### config.mk
export PLATFORM = sky130hd
export DESIGN_NAME = ser_tx
export DESIGN_NICKNAME = d
export VERILOG_FILES = /design/src/rtl/ser_tx.sv
export SDC_FILE = /design/constraint.sdc
export NUM_CORES = 1
export LEC_CHECK = 0
export ABC_CLOCK_PERIOD_IN_PS = 2390
export BUFFER_PORTS_ARGS = -buffer_cell sky130_fd_sc_hd__buf_2
export CORE_UTILIZATION = 40
export CTS_CLUSTER_SIZE = 14
export DETAILED_ROUTE_END_ITERATION = 7
export SLEW_MARGIN = 20
export SYNTH_ARGS = -nofsm -noshare
export SYNTH_HDL_FRONTEND = slang
export SYNTH_SLANG_ARGS = --single-unit
### constraint.sdc
create_clock -name clk -period 2.39 [get_ports clk]
set_clock_uncertainty 0.05 [all_clocks]
set_input_delay 0.1195 -clock clk [delete_from_list [all_inputs] [get_ports clk]]
set_output_delay 0.1195 -clock clk [all_outputs]
set_load 0.05 [all_outputs]
### src/rtl/ser_tx.sv
`default_nettype none
// ---------------------------------------------------------------------------
// ser_tx : framed LSB-first serial transmitter, DIV clocks per bit.
//          Optional even-parity bit when SER_TX_PARITY_EN is defined. Rev 1.0
// ---------------------------------------------------------------------------
module ser_tx #(
  parameter int W   = 8,
  parameter int DIV = 4
) (
  input  logic         clk,
  input  logic         rst_n,
  input  logic [W-1:0] data,
  input  logic         valid,
  output logic         ready,
  output logic         x,
  output logic         busy
);

  localparam int CW = (DIV > 1) ? $clog2(DIV) : 1;
  localparam int BW = (W > 1) ? $clog2(W) : 1;
  localparam logic [CW-1:0] CYC_LAST = CW'(DIV - 1);
  localparam logic [BW-1:0] BIT_LAST = BW'(W - 1);

`ifdef SER_TX_PARITY_EN
  typedef enum logic [2:0] {IDLE, START, DATA, PAR, STOP} state_t;
`else
  typedef enum logic [2:0] {IDLE, START, DATA, STOP} state_t;
`endif

  state_t        state_q, state_d;
  logic [CW-1:0] cyc_q, cyc_d;
  logic [BW-1:0] bit_q, bit_d;
  logic [W-1:0]  shreg_q, shreg_d;
  logic          x_q, x_d;
  logic          ready_q, ready_d;
  logic          busy_q, busy_d;
  logic          last_cyc;
  logic [W-1:0]  shifted;
`ifdef SER_TX_PARITY_EN
  logic          par_q, par_d;
`endif

  always_comb begin
    state_d  = state_q;
    cyc_d    = cyc_q;
    bit_d    = bit_q;
    shreg_d  = shreg_q;
    x_d      = x_q;
    ready_d  = ready_q;
    busy_d   = busy_q;
`ifdef SER_TX_PARITY_EN
    par_d    = par_q;
`endif
    last_cyc = (cyc_q == CYC_LAST);
    shifted  = shreg_q >> 1;

    // Bit-period counter free-runs during a frame and wraps at each bit boundary.
    if (state_q != IDLE) begin
      cyc_d = last_cyc ? '0 : cyc_q + 1'b1;
    end

    case (state_q)
      IDLE: begin
        if (valid && ready_q) begin
          shreg_d = data;
          bit_d   = '0;
          cyc_d   = '0;
          x_d     = 1'b0;
          ready_d = 1'b0;
          busy_d  = 1'b1;
          state_d = START;
`ifdef SER_TX_PARITY_EN
          par_d   = ^data;
`endif
        end
      end
      START: begin
        if (last_cyc) begin
          x_d     = shreg_q[0];
          state_d = DATA;
        end
      end
      DATA: begin
        if (last_cyc) begin
          if (bit_q == BIT_LAST) begin
`ifdef SER_TX_PARITY_EN
            x_d     = par_q;
            state_d = PAR;
`else
            x_d     = 1'b1;
            state_d = STOP;
`endif
          end else begin
            shreg_d = shifted;
            bit_d   = bit_q + 1'b1;
            x_d     = shifted[0];
          end
        end
      end
`ifdef SER_TX_PARITY_EN
      PAR: begin
        if (last_cyc) begin
          x_d     = 1'b1;
          state_d = STOP;
        end
      end
`endif
      STOP: begin
        if (last_cyc) begin
          ready_d = 1'b1;
          busy_d  = 1'b0;
          state_d = IDLE;
        end
      end
      default: begin
        state_d = IDLE;
      end
    endcase
  end

  always_ff @(posedge clk or negedge rst_n) begin
    if (!rst_n) begin
      state_q <= IDLE;
      cyc_q   <= '0;
      bit_q   <= '0;
      shreg_q <= '0;
      x_q     <= 1'b1;
      ready_q <= 1'b1;
      busy_q  <= 1'b0;
`ifdef SER_TX_PARITY_EN
      par_q   <= 1'b0;
`endif
    end else begin
      state_q <= state_d;
      cyc_q   <= cyc_d;
      bit_q   <= bit_d;
      shreg_q <= shreg_d;
      x_q     <= x_d;
      ready_q <= ready_d;
      busy_q  <= busy_d;
`ifdef SER_TX_PARITY_EN
      par_q   <= par_d;
`endif
    end
  end

  assign x     = x_q;
  assign ready = ready_q;
  assign busy  = busy_q;

endmodule
`default_nettype wire

==> results.md <==
* Status: finished, final reports clean
* Total GRT Usage at 0.153
* Clk root buf: clkbuf_4
* Leakage dissipation at between 0.5 and 0.6 nW
* Kind of critical path: flop to flop
* Final antenna diode count at 0
* CTS Buf Count at 3
* Number of max-cap violations at 0
* Share of cells above drive strength 1 at 0.400
* I/O Buffers at 13
* Yosys reg bits at 18
* Sequential Area at approximately 450 um2
* Fmax at 519 MHz
* Crit-path max FO at 11
* Synthesized area per cell at between 10 and 15 um2
* Reg-to-Reg End: shreg_q[4]
* Vias in the first global route at between 600 and 700
* Via Count at 672
* HP Class: input pin to flop
* Crit start category: flop
* Core Box Area at 2320 um2
* DR pass1 iterations at 4
* Largest area contributor in the netlist: dfrtp_1
* CP Capture Type: flop
* Post-CTS sizing at 0
* Global-route wire length before repair at 3020 um
* Slew Viols, Final at 0
* Detail Placement HPWL at between 1000 and 1500 um
* Residual overflow from global routing at 0
* Post-layout instance area at 1160 um2
* Clock Latency Late Sink at 0.29 ns
* Via density at about 5.1
* Reg2reg start: state_q[0]
* Mapped Cells at 88
* Crit path arrival time at a little over 2 ns
* Peak supply drop at 0.000335 V
* DR DRC count at 0
* Effective utilization at floorplan at 0.443
* Final nets at 126
* Sequential-to-total area share from yosys stat at 0.441
* # fillers at 226
* Dpl cell area at 1120 um2
* Mapped Area at ~1000 um2
* DR iter-0 viols at 6
* Power per cell area at 454 nW/um2
* Final setup fails at 0
* Worst path cell trace: inv_1 > ha_1 > a21boi_1 > a211oi_2 > buf_4 > mux2_2
* Final Routed Wirelength at between 1500 and 2000 um
* GP Congestion at 0.661
* Final Critical Period at 1.93 ns
* CTS clk-pin slew, worst paths at ~0.10 ns
* Area growth, synth to finish at 13.2%
* Clock sink total at 18
* Top cell type's share of synthesized area at 0.390
* Die footprint at 2770 um2
* Post-DRT Antenna Nets at 0
* Multi-input gate area at 522 um2
* Final Hold Violating Endpoints at 0
* IO Pins at 14
* Average wire per standard cell at 12.5 um
* Initial antenna violation count at 0
* Row count at 17
* R2r setup slk at 0.46 ns
* Max Buffers Root-to-Sink at 2
* Max-slew headroom at 0.730
* Number of synthesis warnings at 0
* Setup_tns at 0 ns
* Largest net degree at the start of global routing at 19
* TritonCTS clock tree: built
* Die width at 52.7 um
* Post-synth net total at between 100 and 150
* Hold Path Stages at 3
* Reg2reg path depth at 6
* Slowest Stage Delay on Critical Path at 0.42 ns
* RSZ-0062 raised after global routing: no
* Slowest CP cell: dfrtp_1
* Worst slew pin tran at 0.405 ns
* Worst EP required at 2.52 ns
* Hold Path Origin: data[7]
* Cell variety after synth at 24
* Synth area leaders: dfrtp_1 39%, mux2_2 21%, ha_1 11%, dfstp_2 5.1%, inv_1 2.6%
* Hold EP: shreg_q[7]
* CP startpoint: state_q[0]
* Crit share post-route at 0.807
* Die Span Y at 52.7 um
* CTS H-tree depth at 1
## cell usage in the layout (no fill, tap or decap)
cell	count
a31oi_1	1
a21oi_1	2
a21boi_1	1
dlygate4sd3_1	1
nand2b_1	3
a21boi_0	1
o2bb2ai_1	1
a21bo_2	1
o31ai_1	1
clkbuf_8	1
nor2b_1	2
mux2i_1	2
o21ai_0	2
a211oi_2	1
buf_4	2
mux2_2	19
buf_2	13
dfrtp_1	16
dfstp_2	2
nand2_1	6
inv_1	7
nor2_1	4
ha_1	9
clkbuf_4	3
o2111ai_1	1
nand3_1	2
o211ai_1	1
## cell families after synthesis
kind of cell	synth area share
buffers and inverters	0.0512
multiplexers	0.228
adder cells (fa/ha/maj)	0.110
AO/OA/AOI/OAI	0.0938
AND/OR/NAND/NOR	0.0767
flip-flops	0.441
## state kept, by name, indices dropped and copies added (netlist names)
signal   flops
bit_q        3
cyc_q        2
x            1
shreg_q      8
busy         1
ready        1
state_q      2
## per-stage QoR
stage | power, mW | utilization | hold slack, ns | setup WS, ns | instances
final | 0.528 | 0.501 | 0.123 | 0.462 | 133
after floorplan | 0.332 | - | -0.226 | 0.539 | 88
after global placement | 0.348 | 0.481 | 0.0201 | 0.490 | 128
after detailed placement | 0.349 | 0.481 | 0.0164 | 0.460 | 128
after global routing | 0.556 | 0.501 | 0.116 | 0.311 | 133
after CTS | 0.535 | 0.501 | 0.121 | 0.443 | 133
## area by class of cell
cell class                      instances  area share
Clock buffer                            4      0.0312
Inverter                                7      0.0226
Multi-Input combinational cell         60       0.449
Sequential cell                        18       0.390
Tap cell                               28      0.0301
Timing Repair Buffer                   16      0.0775
## synthesized netlist by cell type (all sizes together)
| master | count |
|---|---|
| o21ai | 2 |
| nor2b | 2 |
| a21bo | 1 |
| buf | 2 |
| o2111ai | 1 |
| mux2 | 19 |
| a211oi | 1 |
| a21oi | 2 |
| a31oi | 1 |
| dfstp | 2 |
| dfrtp | 16 |
| ha | 9 |
| o211ai | 1 |
| o31ai | 1 |
| nand2 | 6 |
| a21boi | 2 |
| nand3 | 2 |
| nor2 | 4 |
| inv | 7 |
| nand2b | 3 |
| o2bb2ai | 1 |
| mux2i | 2 |
| clkbuf | 1 |
## what timing repair did
action / in CTS / in global routing
endpoints found under the setup margin: 0 / 0
setup buffers: 0 / 0
hold endpoints to repair: 18 / 0
hold buffers: 1 / 0
## where the power goes
group	total [mW]	internal (mW)	switching (mW)
logic	0.0282	0.0165	0.0116
registers	0.315	0.311	0.00380
clock network	0.185	0.0929	0.0917
## critical path: cells and delay by family (launching register included)
family / cells / cell delay (ns)
flops: 1 / 0.42
mux: 1 / 0.35
compound gates: 2 / 0.37
buf+inv: 2 / 0.32
fa+ha+maj: 1 / 0.31
## worst max-delay path by stage
stage                             to  slack (ns)  cells past startpoint
after floorplan             bit_q[0]        0.54                      7
after global placement    shreg_q[7]        0.49                      6
after detailed placement  shreg_q[1]        0.46                      6
after CTS                 shreg_q[1]        0.44                      6
after global routing      shreg_q[1]        0.31                      6
final                     shreg_q[4]        0.46                      6
## per-layer routing
layer | vias up | wire length [um] | track usage
met5 | - | 0 | 0
met1 | 322 | 815 | 0.177
li1 | 336 | - | -
met3 | 5 | 56 | 0.0522
met2 | 9 | 768 | 0.253
met4 | 0 | 25 | 0.0658
(Power assumes the default switching activity.)
